<file path="src/rtl/button_debounce_ctrl_if.sv">
// Signal bundle between a push-button source and the debounce controller.
// The source drives the raw level; the controller returns the clean level and event strobes.
interface button_debounce_ctrl_if #(
  parameter int PCNT_W = 8
);
  logic              btn_raw;
  logic              btn_state;
  logic              press_pulse;
  logic              release_pulse;
  logic              long_pulse;
  logic [PCNT_W-1:0] press_count;

  modport master (
    output btn_raw,
    input  btn_state,
    input  press_pulse,
    input  release_pulse,
    input  long_pulse,
    input  press_count
  );

  modport slave (
    input  btn_raw,
    output btn_state,
    output press_pulse,
    output release_pulse,
    output long_pulse,
    output press_count
  );
endinterface

</file>
<file path="src/rtl/button_debounce_ctrl.sv">
// Push-button conditioner: 2-FF synchronizer, stability-counting debounce FSM and hold timer.
// Produces a clean level plus single-cycle press, release and long-press strobes.
module button_debounce_ctrl #(
  parameter int STABLE_CYCLES = 4,
  parameter int LONG_CYCLES   = 100,
  parameter int CNT_W         = 16,
  parameter int PCNT_W        = 8
) (
  input  logic                   clk,
  input  logic                   rst_n,
  button_debounce_ctrl_if.slave  bus
);

  typedef enum logic [1:0] {
    IDLE,
    PRESS_WAIT,
    PRESSED,
    RELEASE_WAIT
  } state_e;

  localparam logic [CNT_W-1:0]  STABLE_MAX = CNT_W'(STABLE_CYCLES);
  localparam logic [CNT_W-1:0]  LONG_MAX   = CNT_W'(LONG_CYCLES);
  localparam logic [CNT_W-1:0]  CNT_ONE    = CNT_W'(1);
  localparam logic [PCNT_W-1:0] PCNT_ONE   = PCNT_W'(1);

  state_e            state_q, state_d;
  logic              sync1_q, sync2_q;
  logic [CNT_W-1:0]  scnt_q, scnt_d;
  logic [CNT_W-1:0]  hold_q, hold_d;
  logic              btnState_q, btnState_d;
  logic              pressPulse_q, pressPulse_d;
  logic              releasePulse_q, releasePulse_d;
  logic              longPulse_q, longPulse_d;
  logic [PCNT_W-1:0] pressCount_q, pressCount_d;
  logic              btnSync;

  assign btnSync = sync2_q;

  always_comb begin
    state_d        = state_q;
    scnt_d         = scnt_q;
    hold_d         = hold_q;
    btnState_d     = btnState_q;
    pressPulse_d   = 1'b0;
    releasePulse_d = 1'b0;
    longPulse_d    = 1'b0;
    pressCount_d   = pressCount_q;

    // Hold timer runs while the button is considered down, including release bounce.
    if ((state_q == PRESSED || state_q == RELEASE_WAIT) && hold_q != LONG_MAX) begin
      hold_d = hold_q + CNT_ONE;
      if (hold_q == LONG_MAX - CNT_ONE) begin
        longPulse_d = 1'b1;
      end
    end

    case (state_q)
      IDLE: begin
        if (btnSync) begin
          state_d = PRESS_WAIT;
          scnt_d  = CNT_ONE;
        end
      end
      PRESS_WAIT: begin
        if (!btnSync) begin
          state_d = IDLE;
        end else if (scnt_q == STABLE_MAX) begin
          state_d      = PRESSED;
          pressPulse_d = 1'b1;
          btnState_d   = 1'b1;
          pressCount_d = pressCount_q + PCNT_ONE;
          hold_d       = '0;
        end else begin
          scnt_d = scnt_q + CNT_ONE;
        end
      end
      PRESSED: begin
        if (!btnSync) begin
          state_d = RELEASE_WAIT;
          scnt_d  = CNT_ONE;
        end
      end
      RELEASE_WAIT: begin
        if (btnSync) begin
          state_d = PRESSED;
        end else if (scnt_q == STABLE_MAX) begin
          state_d        = IDLE;
          releasePulse_d = 1'b1;
          btnState_d     = 1'b0;
        end else begin
          scnt_d = scnt_q + CNT_ONE;
        end
      end
      default: begin
        state_d = IDLE;
      end
    endcase
  end

  always_ff @(posedge clk) begin
    if (!rst_n) begin
      sync1_q        <= 1'b0;
      sync2_q        <= 1'b0;
      state_q        <= IDLE;
      scnt_q         <= '0;
      hold_q         <= '0;
      btnState_q     <= 1'b0;
      pressPulse_q   <= 1'b0;
      releasePulse_q <= 1'b0;
      longPulse_q    <= 1'b0;
      pressCount_q   <= '0;
    end else begin
      sync1_q        <= bus.btn_raw;
      sync2_q        <= sync1_q;
      state_q        <= state_d;
      scnt_q         <= scnt_d;
      hold_q         <= hold_d;
      btnState_q     <= btnState_d;
      pressPulse_q   <= pressPulse_d;
      releasePulse_q <= releasePulse_d;
      longPulse_q    <= longPulse_d;
      pressCount_q   <= pressCount_d;
    end
  end

  assign bus.btn_state     = btnState_q;
  assign bus.press_pulse   = pressPulse_q;
  assign bus.release_pulse = releasePulse_q;
  assign bus.long_pulse    = longPulse_q;
  assign bus.press_count   = pressCount_q;

endmodule

</file>
<file path="src/flat_wrapper.sv">
// flat-port wrapper written by rule: the top's interface ports become plain ports
module button_debounce_ctrl_flat 
#(
  parameter int STABLE_CYCLES = 4,
  parameter int LONG_CYCLES   = 100,
  parameter int CNT_W         = 16,
  parameter int PCNT_W        = 8
)
  (clk, rst_n, bus_btn_raw, bus_btn_state, bus_press_pulse, bus_release_pulse, bus_long_pulse, bus_press_count);
  button_debounce_ctrl_if #(.PCNT_W(PCNT_W)) bus_i ();
  input  logic clk;
  input  logic rst_n;
  input wire logic [$bits(bus_i.btn_raw)-1:0] bus_btn_raw;
  output wire logic [$bits(bus_i.btn_state)-1:0] bus_btn_state;
  output wire logic [$bits(bus_i.press_pulse)-1:0] bus_press_pulse;
  output wire logic [$bits(bus_i.release_pulse)-1:0] bus_release_pulse;
  output wire logic [$bits(bus_i.long_pulse)-1:0] bus_long_pulse;
  output wire logic [$bits(bus_i.press_count)-1:0] bus_press_count;
  assign bus_i.btn_raw = bus_btn_raw;
  assign bus_btn_state = bus_i.btn_state;
  assign bus_press_pulse = bus_i.press_pulse;
  assign bus_release_pulse = bus_i.release_pulse;
  assign bus_long_pulse = bus_i.long_pulse;
  assign bus_press_count = bus_i.press_count;
  button_debounce_ctrl #(.STABLE_CYCLES(STABLE_CYCLES), .LONG_CYCLES(LONG_CYCLES), .CNT_W(CNT_W), .PCNT_W(PCNT_W)) u_core (.clk(clk), .rst_n(rst_n), .bus(bus_i));
endmodule
</file>
<file path="config.mk">
export PLATFORM = sky130hd
export DESIGN_NAME = button_debounce_ctrl_flat
export DESIGN_NICKNAME = d
export VERILOG_FILES = /design/src/rtl/button_debounce_ctrl_if.sv /design/src/rtl/button_debounce_ctrl.sv /design/src/flat_wrapper.sv
export SDC_FILE = /design/constraint.sdc
export NUM_CORES = 1
export LEC_CHECK = 0
export BUFFER_PORTS_ARGS = -buffer_cell sky130_fd_sc_hd__buf_2
export CAP_MARGIN = 10
export CORE_MARGIN = 8
export CORE_UTILIZATION = 40
export DETAILED_ROUTE_END_ITERATION = 8
export GPL_TIMING_DRIVEN = 0
export HOLD_SLACK_MARGIN = 0.08
export PLACE_DENSITY = 0.63
export SYNTH_ARGS = -nofsm -noshare
export SYNTH_HDL_FRONTEND = slang
export SYNTH_SLANG_ARGS = --single-unit
</file>
<file path="constraint.sdc">
create_clock -name clk -period 2.5 [get_ports clk]
set_input_delay 0.5 -clock clk [delete_from_list [all_inputs] [get_ports clk]]
set_output_delay 0.5 -clock clk [all_outputs]
set_load 0.03 [all_outputs]
</file>
# Word-level counts from Yosys, hierarchy flattened
# Cells that the tools add are included.
# classes
add_sub_neg	3
n_eq_ne	14
n_mux	24
bitwise	2
n_reduce_logical	11
# op_table
cell	count
16-bit two-way mux	9
16-bit one-hot mux with 4 select lines	1
16-bit by 1-bit adder with 16-bit output, second input constant	2
16-bit by 3-bit == test with 1-bit output, second input constant	1
16-bit by 7-bit == test with 1-bit output, second input constant	1
16-bit by 7-bit inequality test with 1-bit output, second input constant	1
2-bit two-way mux	6
8-bit by 1-bit adder with 8-bit output, second input constant	1
2-bit one-hot mux with 4 select lines	1
4-bit AND reduction	2
1-bit two-way mux	6
2-bit by 1-bit inequality test with 1-bit output, second input constant	3
2-bit inequality test, second input constant	3
3-bit AND reduction	2
5-bit AND reduction	1
2-bit == test, second input constant	2
3-bit by 2-bit inequality test with 1-bit output, second input constant	1
3-bit inequality test, second input constant	1
3-bit OR reduction	1
2-bit by 1-bit == test with 1-bit output, second input constant	1
2-bit zero test	1
1-bit inverter	2
1-bit one-hot mux with 2 select lines	1
2-bit AND reduction	1
3 further kinds	3
# word_totals
reg_bits	48
inputBits	3
output_inout_bits	12

# Depth between registers and ports, before layout
# Gate-level depths: netlist of run 1.
# depth
word_depth	7
ltp_mapped	9
ltp_nobuf	7

# Worst setup path after synthesis of run 1
# Ideal clock, no wire load.
# synth_timing
path_kind	reg2reg
startpoint	register u_core.scnt_q[3]
endpoint	register u_core.pressCount_q[6] (netlist: u_core.bus.press_count[6])
setup_ns	0.070
arrival_ns	2.494
required_time_ns	2.430
setup_slack_ns	-0.064
path_stages_with_launch	8
path_buffers	2
synth_period_minus_slack_ns	2.564
cell_sequence	dfxtp_1 or4b_1 or4_1 buf_2 or3_4 buf_6 or4_1 a21oi_1
# synth_between
elab_chain_cells	2
# synth_lines
item	line	text
start, declared	button_debounce_ctrl.sv:28	logic [CNT_W-1:0] scnt_q, scnt_d;
start signal, assigned	button_debounce_ctrl.sv:116	scnt_q <= scnt_d;
16-bit by 3-bit == test with 1-bit output	button_debounce_ctrl.sv:67	end else if (scnt_q == STABLE_MAX) begin
3-bit AND reduction (no source line)	n/a	
end signal, assigned	button_debounce_ctrl.sv:122	pressCount_q <= pressCount_d;
end, declared	button_debounce_ctrl.sv:34	logic [PCNT_W-1:0] pressCount_q, pressCount_d;
# Every way passes these cells.
# A chain may end at the register's enable or synchronous reset.

# Worst setup path after layout of run 1
# layout_timing
startpoint	register u_core.scnt_q[5]
endpoint	register u_core.pressCount_q[3] (netlist: u_core.bus.press_count[3])
# The elaborated chain is that of the path after synthesis.

==> results_dict.tcl, run 1 <==
set metrics [dict create \
    drtPass1Iterations 4 \
    min_to "u_core.sync1_q" \
    drc 0 \
    netlist_area_um2 2150 \
    min_path_cells 2 \
    drive_gt1_share_pct 15.2 \
    fmaxAchievable_mhz 405 \
    io_pins 15 \
    synth_most_common_cell "dfxtp_1" \
    critPathCaptureType "flip-flop" \
    grt_pass1_wl_mm 7.36 \
    totalWireLength_mm 4.22 \
    syn_avg_cell_area_um2 8.73 \
    cts.path.max_buffers 2 \
    peakVddDrop_v 0.000247 \
    ys_seq_elements 48 \
    rsz0062_at_grt "true" \
    seq_area_frac_synth_pct 44.7 \
    dp.cells 330 \
    final.period_utilization_pct 98.8 \
    synth_fp_nets 254 \
    final_max_slew_viol_count 0 \
    layout.nets 278 \
    grt_pass1_vias 1657 \
    cp-start-kind "flip-flop" \
    ys_async_sr_fraction_pct 0 \
    setup_violations 0 \
    cts.sinks 48 \
    fin_cells 340 \
    hold_viol 0 \
    yosys.cell_types.count 33 \
    power_density_nw_per_um2 509 \
    synth.area.top_cells "dfxtp_1 45%, xor2_1 7.7%, nor2_1 6.5%, xnor2_1 5.3%, nand2_1 3.7%" \
    r2r_cells 6 \
    grt_max_degree 14 \
    min_from "bus_btn_raw" \
    gp_congestion 0.806 \
    drtIter0Drc 89 \
    required_ns 2.73 \
    dr_total_vias 1757 \
    rows 26 \
    die_y_um 89.3 \
    cts_max_level 2 \
    hold_ws_ns 0.412 \
    synth_flop_cell "dfxtp_1" \
    synth_common_cells "48 x dfxtp_1, 37 x nor2_1, 21 x nand2_1" \
    tightest_slew_ns 0.805 \
    path_max_fanout 8 \
    insertion_delay_ns 0.30 \
    regToRegEndpoint "u_core.bus.press_count[3]" \
    max_slew_margin_pct 45.8 \
    antenna_found_initial 0 \
    io_buffers 14 \
    syn_to_final_growth_pct 14.3 \
    syn_inst 246 \
    worstPathArrival_ns 2.70 \
    die_area_um2 7970 \
    layout_min_cycle_time_ns 2.47 \
    core_um2 5140 \
    hpwl_mm 3.03 \
    antenna_cells 0 \
    yosys.area.top_type "dfxtp_1" \
    synth_edf_count 0 \
    initial_core_util_pct 41.8 \
    root_buffer "clkbuf_8" \
    wl_per_cell_um 12.4 \
    cts.reportedPaths.clkPinSlew_ns 0.08 \
    cts_tree "built" \
    tns_ns 0 \
    grt.overflow.total 0 \
    yosysTopAreaCellShare_pct 44.7 \
    status "complete, no violations" \
    p_leak_nw 0.923 \
    rrSetupSlack_ns 0.03 \
    worstReg2RegStart "u_core.scnt_q[5]" \
    die_x_um 89.3 \
    numCtsBuffers 5 \
    antenna_left 0 \
    ys_warn_count 0 \
    fin_skew_ns 0.00811 \
    setup.worst_path.class "flip-flop to flip-flop" \
    grt_usage_pct 11.5 \
    min_path_type "primary input to flip-flop" \
    maxCapViolCount 0 \
    vias_per_cell 5.17 \
]
==> cell families (layout without fill, tap and decap cells) <==
family	Yosys count	after routing	synth area share, %
compound gates	22	22	5.88
xor+xnor	32	32	13.0
fa+ha+maj	5	5	2.91
buf+inv	17	41	3.67
flops	48	48	44.7
mux	2	2	0.932
simple gates	120	120	28.8
==> layout make-up <==
| type | count | area (µm²) |
|---|---|---|
| Fill cell | 546 | 2680 |
| Multi-Input combinational cell | 181 | 1140 |
| Sequential cell | 48 | 965 |
| Timing Repair Buffer | 18 | 100 |
| Tap cell | 70 | 87.6 |
| Clock buffer | 6 | 72.6 |
| Buffer | 6 | 46.3 |
| Inverter | 10 | 37.5 |
| Clock inverter | 1 | 5.00 |
==> layout by cell type, fill, tap and decap left out, types with 3 or more instances in the layout <==
cell | netlist | routed
dfxtp_1 | 48 | 45
nor2_1 | 37 | 37
nand2_1 | 21 | 20
xor2_1 | 19 | 19
buf_2 | 2 | 15
nand3_1 | 15 | 15
xnor2_1 | 13 | 13
inv_1 | 10 | 10
nor3_1 | 8 | 8
nor4_1 | 8 | 7
a21oi_1 | 10 | 7
clkbuf_8 | 0 | 6
o21ai_0 | 6 | 6
and3_1 | 6 | 6
ha_1 | 5 | 5
nand4_1 | 4 | 4
buf_4 | 0 | 4
clkbuf_1 | 3 | 3
o31ai_1 | 3 | 3
a21oi_2 | 0 | 3
and4_1 | 3 | 3
nor4b_1 | 4 | 3
dfxtp_2 | 0 | 3
==> per-stage QoR <==
stage	instance area, µm²	worst slack [ns]	total power [W]	util (%)
after floorplan	2160	-0.0178	0.000819	-
after global placement	2310	-0.214	0.000835	45.0
after detailed placement	2310	-0.232	0.000835	45.0
after CTS	2430	0.0413	0.00127	47.3
after global routing	2460	-0.0315	0.00131	47.8
final	2460	0.0290	0.00125	47.8
==> registers in the layout, summed over array words and instances, names as in the netlist, named ones only <==
name / flops
u_core.scnt_q: 16
u_core.bus.release_pulse: 1
u_core.bus.press_pulse: 1
u_core.hold_q: 16
u_core.sync1_q: 1
u_core.state_q: 1
u_core.bus.btn_state: 1
u_core.btnSync: 1
u_core.bus.long_pulse: 1
u_core.bus.press_count: 8
==> metal layers <==
layer  track usage (%)  vias up  share of wire (%)
li1                  -      896                  -
met1              14.3      836                 48
met2              19.0       21                 48
met3              3.03        4                3.3
met4              3.32        0               0.90
met5                 0        -                  0
==> where the power goes <==
group          switching, W   total, W  leakage (nW)  internal (W)
Combinational     0.0000311  0.0000445         0.494     0.0000134
Clock              0.000241   0.000432        0.0410      0.000191
Sequential       0.00000500   0.000774         0.389      0.000769
==> how the worst max path moves through the flow <==
stage / from / endpoint / slack [ns]
floorplan: u_core.scnt_q[5] / u_core.bus.press_count[3] / -0.02
global placement: u_core.scnt_q[4] / u_core.hold_q[13] / -0.21
detailed placement: u_core.scnt_q[4] / u_core.hold_q[0] / -0.23
CTS: u_core.scnt_q[5] / u_core.bus.press_count[3] / 0.04
global route: u_core.scnt_q[5] / u_core.bus.press_count[4] / -0.03
finish: u_core.scnt_q[5] / u_core.bus.press_count[3] / 0.03
==> critical path, cell delays in order (launching register included) <==
cell and delay (ns):
dfxtp_2 0.33, or4b_4 0.54, or4_4 0.48, or3_4 0.36, buf_6 0.14, or3_2 0.45
a21oi_2 0.12
==> repair_timing <==
action / 4_1_cts / 5_1_grt
hold buffers: 0 / 0
setup buffers: 4 / 0
pin swaps: 1 / 0
setup endpoints to repair: 14 / 18
gates resized for setup: 7 / 5
Note: power is estimated with default switching activity, not from simulation.
==> run 2: changes to the inputs <==
- CORE_MARGIN: 8 -> not set
==> results_dict.tcl, run 2 (synthesized netlist as in run 1, its figures left out) <==
set metrics [dict create \
    drive_gt1_share_pct 16.5 \
    drtPass1Iterations 4 \
    final_max_slew_viol_count 0 \
    fmaxAchievable_mhz 420 \
    worstReg2RegStart "u_core.scnt_q[4]" \
    critPathCapture "u_core.bus.press_count[6]" \
    max_slew_margin_pct 43.8 \
    setup_violations 0 \
    dr_total_vias 1737 \
    totalWireLength_mm 4.20 \
    peakVddDrop_v 0.000271 \
    numCtsBuffers 5 \
    syn_to_final_growth_pct 16.3 \
    die_y_um 75.3 \
    path_buf_inv 1 \
    insertion_delay_ns 0.30 \
    status "complete, no violations" \
    cts.reportedPaths.clkPinSlew_ns 0.09 \
    hold_viol 0 \
    min_path_type "primary input to flip-flop" \
    drc 0 \
    rrSetupSlack_ns 0.12 \
    crit_path_start "u_core.scnt_q[4]" \
    power_density_nw_per_um2 505 \
    antenna_cells 0 \
    clkPwrFrac_pct 34.9 \
    grt_max_degree 14 \
    io_buffers 14 \
    cp-start-kind "flip-flop" \
    hold_ws_ns 0.410 \
    grt.overflow.total 0 \
    drtIter0Drc 86 \
    grt_usage_pct 16.4 \
    initial_core_util_pct 41.8 \
    final.period_utilization_pct 95.3 \
    p_seq_share_pct 61.3 \
    setup_ws_ns 0.116 \
    root_buffer "clkbuf_8" \
    path_delay_family "simple AND/OR/NAND/NOR gates" \
    cts_max_level 2 \
    cts.sinks 48 \
    switching_share_pct 22.7 \
    setup.worst_path.class "flip-flop to flip-flop" \
    grt_pass1_vias 1632 \
    vias_per_cell 5.06 \
    cts_hold_buf 0 \
    wl_per_cell_um 12.3 \
    cts.path.max_buffers 2 \
    core_um2 5140 \
    p_comb_share_pct 3.8 \
    grt_pass1_wl_mm 7.11 \
    slowest_stage "or4b_4" \
    critPathCaptureType "flip-flop" \
    gp_congestion 0.782 \
    die_area_um2 5670 \
    antenna_found_initial 0 \
    cts_tree "built" \
    io_pins 15 \
    p_leak_nw 0.942 \
    maxCapViolCount 0 \
    antenna_left 0 \
    cp_num_cells 6 \
    r2r_cells 6 \
    fin_skew_ns 0.0128 \
    dp_slack_ns -0.192 \
    path_max_fanout 8 \
    final_common_cell "dfxtp_1" \
    crit_path_frequent_cell "or4_4" \
    final_cell_mix "45 x dfxtp_1, 37 x nor2_1, 20 x nand2_1" \
    p_switching_w 0.000287 \
    internal_power_w 0.000976 \
    path_cells "or4b_4, or4_4, or3_4, buf_6, or4_4, a21oi_2" \
    hpwl_mm 2.91 \
    cpPeakStageDelay_ns 0.53 \
    die_x_um 75.3 \
    worstPathArrival_ns 2.63 \
    tightest_slew_ns 0.835 \
    layout.nets 281 \
    layout_min_cycle_time_ns 2.38 \
    regToRegEndpoint "u_core.bus.press_count[6]" \
    required_ns 2.74 \
    rows 26 \
]
==> run 2: changes by cell type in the layout (fill, tap and decap cells not counted) <==
cell     previous run  this run
nor4b_1             3         4
a21oi_2             3         2
or3_2               2         0
nor3_2              0         1
nor3_1              8         7
buf_4               4         7
or3_4               1         3
o31ai_1             3         2
o31ai_4             0         1
or4_1               2         1
a21oi_1             7         8
nor4b_2             1         0
or4_4               1         2
==> run 2: layout make-up <==
type	count	area, µm²
plain buffers	6	46.3
clock buffers	6	72.6
clock inverters	1	5.00
fillers	535	2640
inverters	10	37.5
multi-input cells	181	1160
flip-flops and latches	48	965
well taps	70	87.6
repair buffers	21	123
==> run 2: metal layers <==
| metal | GRT usage, % | part of all wire (%) | vias up |
|---|---|---|---|
| li1 | - | - | 899 |
| met5 | 0 | 0 | - |
| met3 | 4.02 | 2.7 | 6 |
| met2 | 26.8 | 45 | 17 |
| met4 | 5.56 | 1.4 | 0 |
| met1 | 21.2 | 51 | 815 |
==> run 2: metrics by stage <==
stage / area (µm²) / utilization, % / total power, W / setup TNS [ns] / cells
4_1_cts: 2440 / 47.6 / 0.00127 / 0 / 341
2_1_floorplan: 2160 / - / 0.000819 / -0.0357 / 246
6_report: 2500 / 48.6 / 0.00126 / 0 / 343
3_5_place_dp: 2310 / 45.0 / 0.000835 / -2.20 / 330
5_1_grt: 2500 / 48.6 / 0.00131 / -0.0102 / 343
3_3_place_gp: 2310 / 45.0 / 0.000834 / -2.31 / 330
==> run 2: power by group through the flow <==
stage	clock [W]	sequential, W	combinational (W)
3_5_place_dp	0	0.000792	0.0000428
2_1_floorplan	0	0.000796	0.0000235
4_1_cts	0.000451	0.000774	0.0000446
6_report	0.000441	0.000774	0.0000484
3_3_place_gp	0	0.000792	0.0000423
5_1_grt	0.000481	0.000775	0.0000537
==> run 2: worst min-delay path by stage <==
| stage | start | end | slack, ns | depth (start not counted) |
|---|---|---|---|---|
| 2_1_floorplan | u_core.sync1_q | u_core.btnSync | 0.41 | 1 |
| 3_3_place_gp | u_core.sync1_q | u_core.btnSync | 0.42 | 1 |
| 3_5_place_dp | u_core.sync1_q | u_core.btnSync | 0.43 | 1 |
| 4_1_cts | bus_btn_raw | u_core.sync1_q | 0.41 | 2 |
| 5_1_grt | bus_btn_raw | u_core.sync1_q | 0.41 | 2 |
| 6_report | bus_btn_raw | u_core.sync1_q | 0.41 | 2 |
==> run 2: worst reg2reg max path, delay by kind of cell, from the launching register on <==
family | cells | cell delay [ns]
AOI/OAI and AO/OA | 1 | 0.13
buffers and inverters | 1 | 0.14
DFF | 1 | 0.33
and+or+nand+nor | 4 | 1.74
==> run 2: what timing repair did <==
action | CTS | global route
pin swaps | 3 | 1
buffers inserted | 4 | 3
setup endpoints to repair | 14 | 20
resized for setup | 7 | 9
